`config.mk`:
```
export PLATFORM = sky130hd
export DESIGN_NAME = instr_packer
export DESIGN_NICKNAME = d
export VERILOG_FILES = /design/src/rtl/instr_packer_pkg.sv /design/src/rtl/instr_len_calc.sv /design/src/rtl/instr_packer.sv
export SDC_FILE = /design/constraint.sdc
export NUM_CORES = 1
export LEC_CHECK = 0
export ABC_AREA = 1
export CELL_PAD_IN_SITES_DETAIL_PLACEMENT = 2
export CELL_PAD_IN_SITES_GLOBAL_PLACEMENT = 2
export CORE_ASPECT_RATIO = 2
export CORE_MARGIN = 2
export CORE_UTILIZATION = 28
export CTS_CLUSTER_SIZE = 10
export DETAILED_ROUTE_END_ITERATION = 7
export MAX_ROUTING_LAYER = met4
export PLACE_DENSITY_LB_ADDON = 0.1
export SLEW_MARGIN = 25
export SYNTH_ARGS = -nofsm -noshare
export SYNTH_HDL_FRONTEND = slang
export SYNTH_SLANG_ARGS = --single-unit
```
`constraint.sdc`:
```
create_clock -name clk_i -period 2.82 [get_ports clk_i]
set_clock_uncertainty 0.05 [all_clocks]
set_input_delay 0.423 -clock clk_i [delete_from_list [all_inputs] [get_ports clk_i]]
set_output_delay 0.423 -clock clk_i [all_outputs]
set_load 0.01 [all_outputs]
```
`src/rtl/instr_packer_pkg.sv`:
```
// instr_packer_pkg: shared Y86-64 opcode constants and byte-format helpers
// for the instruction-memory writer (instr_packer) and its length calculator.
//
// Contents:
//   - icode constants HALT..POPQ as used by the fetch stage
//   - FILL_BYTE (pad value for unused memory) and ICODE_MAX (highest legal icode)
//   - instr_fields_t: the decoded fields of one instruction

package instr_packer_pkg;

    localparam logic [3:0] HALT   = 4'h0;
    localparam logic [3:0] NOP    = 4'h1;
    localparam logic [3:0] CMOVXX = 4'h2;
    localparam logic [3:0] IRMOVQ = 4'h3;
    localparam logic [3:0] RMMOVQ = 4'h4;
    localparam logic [3:0] MRMOVQ = 4'h5;
    localparam logic [3:0] OPQ    = 4'h6;
    localparam logic [3:0] JXX    = 4'h7;
    localparam logic [3:0] CALL   = 4'h8;
    localparam logic [3:0] RET    = 4'h9;
    localparam logic [3:0] PUSHQ  = 4'hA;
    localparam logic [3:0] POPQ   = 4'hB;

    localparam logic [7:0] FILL_BYTE = 8'hCC;
    localparam logic [3:0] ICODE_MAX = 4'hB;

    typedef struct packed {
        logic [3:0]  icode;
        logic [3:0]  ifun;
        logic [3:0]  ra;
        logic [3:0]  rb;
        logic [63:0] valc;
    } instr_fields_t;

endpackage

```
`src/rtl/instr_len_calc.sv`:
```
// instr_len_calc: combinational encoded-length calculator for one Y86-64 instruction.
//
// Ports:
//   icode_i     in   4  instruction code
//   need_reg_o  out  1  instruction carries a {rA,rB} byte
//   need_valc_o out  1  instruction carries an 8-byte valC
//   len_o       out  4  total encoded length: 1, 2, 9 or 10
//
// Illegal icodes report length 1 with no optional bytes; callers reject them separately.

module instr_len_calc
    import instr_packer_pkg::*;
(
    input  logic [3:0] icode_i,
    output logic       need_reg_o,
    output logic       need_valc_o,
    output logic [3:0] len_o
);

    always_comb begin
        need_reg_o  = 1'b0;
        need_valc_o = 1'b0;
        case (icode_i)
            CMOVXX, OPQ, PUSHQ, POPQ: need_reg_o = 1'b1;
            IRMOVQ, RMMOVQ, MRMOVQ: begin
                need_reg_o  = 1'b1;
                need_valc_o = 1'b1;
            end
            JXX, CALL: need_valc_o = 1'b1;
            default: ;
        endcase
        len_o = 4'd1 + {3'b000, need_reg_o} + {need_valc_o, 3'b000};
    end

endmodule

```
`src/rtl/instr_packer.sv`:
```
// instr_packer: serializes decoded Y86-64 fields into instruction-memory byte writes,
// one byte per cycle, at an auto-incrementing write pointer.
// Layout: {icode,ifun}, optional {rA,rB}, optional 8-byte little-endian valC.
//
// Ports:
//   clk_i     in   1         clock
//   rst_i     in   1         synchronous active-high reset (wins over clear_i)
//   clear_i   in   1         synchronous clear: pointer to BASE_ADDR, emission aborted
//   valid_i   in   1         instruction fields valid
//   fill_i    in   1         (INSTR_PACKER_FILL_EN only) pad pc_o..MEM_SIZE-1 with FILL_BYTE
//   ready_o   out  1         packer can accept fields
//   icode_i, ifun_i, ra_i, rb_i  in 4 each; valc_i in 64: instruction fields
//   wr_en_o   out  1         byte write strobe
//   wr_addr_o out  ADDR_W    byte write address (holds while wr_en_o=0)
//   wr_data_o out  8         byte write data (holds while wr_en_o=0)
//   pc_o      out  ADDR_W+1  address of the next instruction
//   count_o   out  16        instructions fully written (wraps)
//   err_o     out  1         one-cycle pulse: instruction rejected
//
// Optional feature macro: INSTR_PACKER_FILL_EN (adds fill_i and the fill state).

module instr_packer
    import instr_packer_pkg::*;
#(
    parameter int unsigned MEM_SIZE  = 1024,
    parameter int unsigned ADDR_W    = 10,
    parameter int unsigned BASE_ADDR = 0
) (
    input  logic              clk_i,
    input  logic              rst_i,
    input  logic              clear_i,
    input  logic              valid_i,
`ifdef INSTR_PACKER_FILL_EN
    input  logic              fill_i,
`endif
    output logic              ready_o,
    input  logic [3:0]        icode_i,
    input  logic [3:0]        ifun_i,
    input  logic [3:0]        ra_i,
    input  logic [3:0]        rb_i,
    input  logic [63:0]       valc_i,
    output logic              wr_en_o,
    output logic [ADDR_W-1:0] wr_addr_o,
    output logic [7:0]        wr_data_o,
    output logic [ADDR_W:0]   pc_o,
    output logic [15:0]       count_o,
    output logic              err_o
);

    localparam logic [1:0] StIdle = 2'd0;
    localparam logic [1:0] StEmit = 2'd1;
`ifdef INSTR_PACKER_FILL_EN
    localparam logic [1:0] StFill = 2'd2;
`endif

    localparam logic [ADDR_W:0] MemSizeP = (ADDR_W + 1)'(MEM_SIZE);
    localparam logic [ADDR_W:0] BaseP    = (ADDR_W + 1)'(BASE_ADDR);

    logic [1:0]        state_q, state_d;
    instr_fields_t     fields_q, fields_d;
    logic              need_reg_q, need_reg_d;
    logic              need_valc_q, need_valc_d;
    logic [3:0]        len_q, len_d;
    logic [3:0]        idx_q, idx_d;
    logic [ADDR_W:0]   pc_q, pc_d;
    logic [15:0]       count_q, count_d;
    logic              err_q, err_d;
    logic [ADDR_W-1:0] last_addr_q, last_addr_d;
    logic [7:0]        last_data_q, last_data_d;
`ifdef INSTR_PACKER_FILL_EN
    logic [ADDR_W:0]   fill_ptr_q, fill_ptr_d;
`endif

    logic              need_reg_in, need_valc_in;
    logic [3:0]        len_in;
    logic              reject;
    logic [2:0]        valc_sel;
    logic [7:0]        emit_byte;
    logic [ADDR_W-1:0] emit_addr;

    instr_len_calc u_len_calc (
        .icode_i     (icode_i),
        .need_reg_o  (need_reg_in),
        .need_valc_o (need_valc_in),
        .len_o       (len_in)
    );

    // Bounds check is done in ADDR_W+1 bits so pc_o == MEM_SIZE is representable.
    assign reject = (icode_i > ICODE_MAX) ||
                    ((pc_q + {{(ADDR_W - 3){1'b0}}, len_in}) > MemSizeP);

    // valC byte number; modulo-8 arithmetic covers both the 9- and 10-byte forms.
    assign valc_sel  = idx_q[2:0] - 3'd1 - {2'b00, need_reg_q};
    assign emit_addr = pc_q[ADDR_W-1:0] + {{(ADDR_W - 4){1'b0}}, idx_q};

    always_comb begin
        if (idx_q == 4'd0) begin
            emit_byte = {fields_q.icode, fields_q.ifun};
        end else if (need_reg_q && (idx_q == 4'd1)) begin
            emit_byte = {fields_q.ra, fields_q.rb};
        end else if (need_valc_q) begin
            emit_byte = fields_q.valc[{valc_sel, 3'b000} +: 8];
        end else begin
            emit_byte = 8'h00;
        end
    end

    // Write port: driven while emitting/filling, otherwise holds the last value.
    always_comb begin
        wr_en_o   = 1'b0;
        wr_addr_o = last_addr_q;
        wr_data_o = last_data_q;
        case (state_q)
            StEmit: begin
                wr_en_o   = 1'b1;
                wr_addr_o = emit_addr;
                wr_data_o = emit_byte;
            end
`ifdef INSTR_PACKER_FILL_EN
            StFill: begin
                wr_en_o   = 1'b1;
                wr_addr_o = fill_ptr_q[ADDR_W-1:0];
                wr_data_o = FILL_BYTE;
            end
`endif
            default: ;
        endcase
    end

    assign last_addr_d = wr_addr_o;
    assign last_data_d = wr_data_o;

    assign ready_o = (state_q == StIdle);
    assign pc_o    = pc_q;
    assign count_o = count_q;
    assign err_o   = err_q;

    always_comb begin
        state_d     = state_q;
        fields_d    = fields_q;
        need_reg_d  = need_reg_q;
        need_valc_d = need_valc_q;
        len_d       = len_q;
        idx_d       = idx_q;
        pc_d        = pc_q;
        count_d     = count_q;
        err_d       = 1'b0;
`ifdef INSTR_PACKER_FILL_EN
        fill_ptr_d  = fill_ptr_q;
`endif
        if (clear_i) begin
            state_d = StIdle;
            idx_d   = 4'd0;
            pc_d    = BaseP;
            count_d = 16'd0;
        end else begin
            case (state_q)
                StIdle: begin
`ifdef INSTR_PACKER_FILL_EN
                    if (fill_i) begin
                        if (pc_q < MemSizeP) begin
                            state_d    = StFill;
                            fill_ptr_d = pc_q;
                        end
                    end else
`endif
                    if (valid_i) begin
                        if (reject) begin
                            err_d = 1'b1;
                        end else begin
                            state_d     = StEmit;
                            fields_d    = '{icode: icode_i, ifun: ifun_i, ra: ra_i,
                                            rb: rb_i, valc: valc_i};
                            need_reg_d  = need_reg_in;
                            need_valc_d = need_valc_in;
                            len_d       = len_in;
                            idx_d       = 4'd0;
                        end
                    end
                end
                StEmit: begin
                    idx_d = idx_q + 4'd1;
                    if (idx_q == (len_q - 4'd1)) begin
                        state_d = StIdle;
                        idx_d   = 4'd0;
                        pc_d    = pc_q + {{(ADDR_W - 3){1'b0}}, len_q};
                        count_d = count_q + 16'd1;
                    end
                end
`ifdef INSTR_PACKER_FILL_EN
                StFill: begin
                    fill_ptr_d = fill_ptr_q + 1'b1;
                    if (fill_ptr_q == (MemSizeP - 1'b1)) begin
                        state_d = StIdle;
                    end
                end
`endif
                default: state_d = StIdle;
            endcase
        end
    end

    always_ff @(posedge clk_i) begin
        if (rst_i) begin
            state_q     <= StIdle;
            fields_q    <= '0;
            need_reg_q  <= 1'b0;
            need_valc_q <= 1'b0;
            len_q       <= 4'd0;
            idx_q       <= 4'd0;
            pc_q        <= BaseP;
            count_q     <= 16'd0;
            err_q       <= 1'b0;
            last_addr_q <= '0;
            last_data_q <= 8'h00;
`ifdef INSTR_PACKER_FILL_EN
            fill_ptr_q  <= '0;
`endif
        end else begin
            state_q     <= state_d;
            fields_q    <= fields_d;
            need_reg_q  <= need_reg_d;
            need_valc_q <= need_valc_d;
            len_q       <= len_d;
            idx_q       <= idx_d;
            pc_q        <= pc_d;
            count_q     <= count_d;
            err_q       <= err_d;
            last_addr_q <= last_addr_d;
            last_data_q <= last_data_d;
`ifdef INSTR_PACKER_FILL_EN
            fill_ptr_q  <= fill_ptr_d;
`endif
        end
    end

endmodule

```
# Word-level counts from Yosys, hierarchy flattened
# Index checks and enable logic that the tools add are counted.
word_totals:
  inputBits: 84
  output_inout_bits: 48
  wordCells: 77
  ff_bits: 138
classes:
  n_eq_ne: 15
  n_addsub: 10
  n_lt_le_gt_ge: 2
  reduce_logical: 13
  n_shift: 1
  n_bitwise: 4
  muxes: 17
op_table:
  columns: ["op", "count"]
  rows:
  - ["variable part select 64 x 7 -> 8 bit", 1]
  - ["2-to-1 mux 8 bit", 4]
  - ["adder 11 x 4 -> 11 bit", 2]
  - ["adder 16 x 1 -> 16 bit (second input constant)", 1]
  - ["== test 4 x 3 -> 1 bit (second input constant)", 4]
  - ["== test 4 bit (second input constant)", 3]
  - ["2-to-1 mux 4 bit", 3]
  - ["greater-than comparator 11 bit (second input constant)", 1]
  - ["adder 10 x 4 -> 10 bit", 1]
  - ["2-to-1 mux 10 bit", 1]
  - ["== test 4 x 2 -> 1 bit (second input constant)", 2]
  - ["case mux 4 bit (2 select lines)", 1]
  - ["OR reduction 7 bit", 1]
  - ["2-to-1 mux 2 bit", 3]
  - ["inequality test 2 bit (second input constant)", 3]
  - ["AND reduction 3 bit", 2]
  - ["OR reduction 5 bit", 1]
  - ["adder 4 x 1 -> 4 bit (second input constant)", 1]
  - ["adder 4 bit", 1]
  - ["== test 4 x 1 -> 1 bit (second input constant)", 1]
  - ["== test 4 bit", 1]
  - ["greater-than comparator 4 bit (second input constant)", 1]
  - ["logical NOT 4 bit", 1]
  - ["2-to-1 mux 1 bit", 4]
  - ["other kinds (15)", 18]

# Longest topological paths before layout
depth:
  depth_word: 11
  mapped_depth: 20
  ltp_nobuf: 19

# By module
# From an unflattened synthesis, not the netlist that was laid out.
unflattened:
  cells_unflattened: 1018
  hier_area_um2: 7050.5
modules_own_cells:
  columns: ["mod", "cells_per_inst", "seq_area_each_um2", "area_each_um2", "n_inst"]
  rows:
  - ["instr_packer", 1002, 2742.6, 6971.7, 1]
  - ["instr_len_calc", 16, 0.0, 78.8, 1]

# Worst setup path after synthesis
# Ideal clock, no wire load.
synth_timing:
  path_type: "input port to flip-flop"
  from: "input port icode_i[2]"
  to: "register need_valc_q"
  required_time_ns: 2.638
  path_stages: 19
  path_buffers: 2
  path_slack_ns: 0.203
  setup_ns: 0.132
  t_arrival_ns: 2.435
  path_cell_list: "inv_1 > nor2_1 > a22oi_1 > ha_1 > fa_1 > nor2_1 > nand2_1 > nor2_1 > nand2_1 > inv_1 > nand3_1 > nor2_1 > nand3_1 > nand2_2 > nand3_4 > buf_6 > buf_4 > nand2_1 > a21oi_1"
synth_between:
  elab_chain_len: 10
  elab_cells_between_ends: 21
  classes_between: "add/sub (3); order compare (2); eq/ne (9); mux (2); bitwise (1); reduce/logical (4)"
synth_rtl:
  columns: ["item", "line_no", "text"]
  rows:
  - ["from (decl)", "instr_packer.sv:37", "input logic [3:0] icode_i,"]
  - ["== test 4 x 2 -> 1 bit, or another cell as far along", "instr_len_calc.sv:23", "case (icode_i)"]
  - ["OR reduction 7 bit (no source line) (*)", null, null]
  - ["2-to-1 mux 1 bit (*)", "instr_len_calc.sv:23", null]
  - ["adder 1 x 1 -> 2 bit (*)", "instr_len_calc.sv:32", "len_o = 4'd1 + {3'b000, need_reg_o} + {need_valc_o, 3'b000};"]
  - ["adder 4 bit (*)", "instr_len_calc.sv:32", null]
  - ["named net len_in[0]", "instr_packer.sv:75", "logic [3:0] len_in;"]
  - ["adder 11 x 4 -> 11 bit (*)", "instr_packer.sv:90", "((pc_q + {{(ADDR_W - 3){1'b0}}, len_in}) > MemSizeP);"]
  - ["greater-than comparator 11 bit (*)", "instr_packer.sv:90", null]
  - ["logical OR 1 bit (*)", "instr_packer.sv:89", "assign reject = (icode_i > ICODE_MAX) ||"]
  - ["NOT 1 bit (no source line) (*)", null, null]
  - ["AND reduction 4 bit (no source line) (*)", null, null]
  - ["to (signal assigned)", "instr_packer.sv:223", "need_valc_q <= need_valc_d;"]
  - ["to (decl)", "instr_packer.sv:62", "logic need_valc_q, need_valc_d;"]
# The timed path passes the listed nets; every way through them passes the cells marked *.
# A chain may end at the register's enable or synchronous reset.

==> run metrics <==
clock sink count 134; PnR worst setup slack -267.3 ps; met3 wire length slightly below 700 µm; Cell Rows 79; Syn Std Cell Area between 6000 and 7000 µm²; CP Data Arrival Time 2610 ps; share of layout cells above drive strength 1 25.00%; PD cells 493.2 nW/µm²; nets ~1,300; top-level port count 132; GPL Wtd Cong around 0.8; global-route wire length before repair between 40 and 50 mm; Power Total approximately 5 mW; RSZ-0062 raised after global routing true; routed wire length between 30 and 40 mm; PortBufs between 100 and 150; maxcap violations 0; pin count of the biggest net entering global routing a little over 70; # hold bufs at CTS 0; dpl cells 1,391; clk root buf clkbuf_16; drt drc 0; failing checks negative setup slack; register area share after synthesis between 40% and 50%; DR vias 7,482; Top Layer Used met4; slew at the pin closest to its max-slew limit 880.6 ps; kind of critical path reg -> out; Crit Path Max Fanout 8; status finished, violations left; endpoints failing setup 62; TritonCTS clock tree done; initial antenna violation count 0; Final Max Tran Viols 0; wire per inst about 20 µm; data required time of the worst path roughly 2400 ps; Final Hold Viols 0; synthesis warning total 0; Post-DP HPWL approximately 20 mm; Initial Utilization ~28%; Post-Layout Cell Count 1,475; crit path capture type output port; chip height 221.1 µm; fin crit period around 3000 ps; synth unique cells 35; most common cell after layout, fill and taps aside nand2_1; final hold slack between 200 and 250 ps; Setup crit start kind flop; vias in the first global route around 8,400; Core Box Area roughly 23,000 µm²; Met2 Routed Length approximately 18 mm; Total Routing Usage GR 24.32%; min-delay worst type in -> reg; Most used DFF post-synth dfxtp_1; first-pass iteration count of the detailed router 5; H-tree levels 4; clk_lat worst skew roughly 450 ps; Clock Pin Slew Worst Setup and Hold Paths 70 ps; VDD IR max between 0.4 and 0.5 mV; Synth Instances 950; slew margin rel. between 40% and 50%; Seq cells post-synth approximately 130; post-route antenna net violation count 0; syn nets 1,054; die area around 25,000 µm²; Clock Path Buffers 2; DRT iter0 DRCs 355; Num CTS Buffers 17; WL met1 around 10 mm; Final period util 109.5%; via/cell ratio around 5; Lkg Pwr between 3 and 4 nW; most frequent cells in the layout nand2_1 (269), dfxtp_1 (129), a21oi_1 (114), clkdlybuf4s50_1 (109), buf_4 (83); # diodes 0; number of flops mapped to enable cells by yosys 0; die width 112.6 µm; Mapped Avg Cell Area 6.949 µm²; Synth-to-Final Area Change 57.35%; Synth async-reset ratio 0%; Peak Freq around 320 MHz; total grt overflow 0
==> synth_stat cells, drive strengths merged (8+ instances only) <==
| library cell | number | area, µm² |
|---|---|---|
| nand2 | 288 | 1084 |
| dfxtp | 134 | 2683 |
| a21oi | 127 | 635.6 |
| nor2 | 96 | 362.8 |
| o21ai | 63 | 315.3 |
| inv | 52 | 195.2 |
| nand3 | 44 | 232.7 |
| clkbuf | 26 | 97.59 |
| buf | 24 | 191.4 |
| ha | 17 | 212.7 |
| o211ai | 16 | 120.1 |
| nor3 | 11 | 55.05 |
| a31oi | 10 | 62.56 |
| xor2 | 8 | 70.07 |
==> layout make-up <==
class | instances | area (µm²)
Clock buffer | 19 | 442.9
Clock inverter | 13 | 180.2
Fill cell | 2609 | 12840
Inverter | 54 | 212.7
Multi-Input combinational cell | 712 | 3996
Sequential cell | 134 | 2691
Tap cell | 283 | 354.1
Timing Repair Buffer | 260 | 2510
==> layer usage <==
metal  vias up  GRT usage, %
met4         0         10.94
li1       3593             -
met1      3699         22.85
met3        51         4.081
met5         -             -
met2       139         46.82
==> through the flow <==
step / util, % / setup TNS [ps] / area [µm²] / setup slack [ps]
2_1_floorplan: - / 0 / 6601 / 203.1
3_3_place_gp: 37.09 / -73490 / 8616 / -817.1
3_5_place_dp: 37.09 / -80320 / 8616 / -907.0
4_1_cts: 42.89 / -3422 / 9962 / -328.5
5_1_grt: 44.72 / -15770 / 10390 / -362.0
6_report: 44.72 / -3866 / 10390 / -267.3
==> cells by family (layout without fill, tap and decap cells) <==
| kind of cell | after synthesis | after routing | synth area share (%) |
|---|---|---|---|
| and+or+nand+nor | 453 | 453 | 27.63 |
| AOI/OAI and AO/OA | 224 | 224 | 18.08 |
| adders and majority gates | 20 | 20 | 4.132 |
| buffers and inverters | 104 | 346 | 7.525 |
| DFF | 134 | 134 | 40.64 |
| xor gates and xnor gates | 15 | 15 | 1.990 |
==> flip-flops by register name (all words and copies together), names as in the netlist <==
| signal | count |
|---|---|
| need_valc_q | 1 |
| state_q | 1 |
| pc_o | 11 |
| err_o | 1 |
| last_addr_q | 10 |
| idx_q | 4 |
| len_q | 2 |
| fields_q | 80 |
| count_o | 16 |
| last_data_q | 8 |
==> repair_timing <==
item	in CTS	in global routing
gates resized for setup	192	133
hold endpoints to repair	0	0
setup endpoints to repair	106	110
setup buffers	45	12
pin swaps	58	72
gates cloned	4	3
==> final timing paths <==
kind | from | end | slack (ps) | cells past startpoint
worst max-delay path | len_q[1] | wr_data_o[7] | -270 | 14
worst min-delay path | icode_i[2] | fields_q[78] | 210 | 3
worst max register to register | len_q[1] | last_data_q[6] | -240 | 20
worst min register to register | fields_q[42] | fields_q[42] | 420 | 2
==> worst max-delay path, stage by stage (launching register included) <==
cell and delay (ps):
dfxtp_2 330, inv_2 80, ha_4 150, inv_4 30, ha_4 230, buf_12 140
buf_12 140, nor2_4 100, o21ai_2 60, o211ai_1 150, nand3_1 140, a31oi_1 170
o21ai_1 160, nand2_1 130, buf_2 140
==> power by group <==
part / switching (mW) / internal [mW] / total [mW]
Sequential: 0.0380 / 1.95 / 1.99
Clock: 0.938 / 1.50 / 2.43
Combinational: 0.367 / 0.334 / 0.701
No activity file was read; power rests on OpenSTA's default activity.
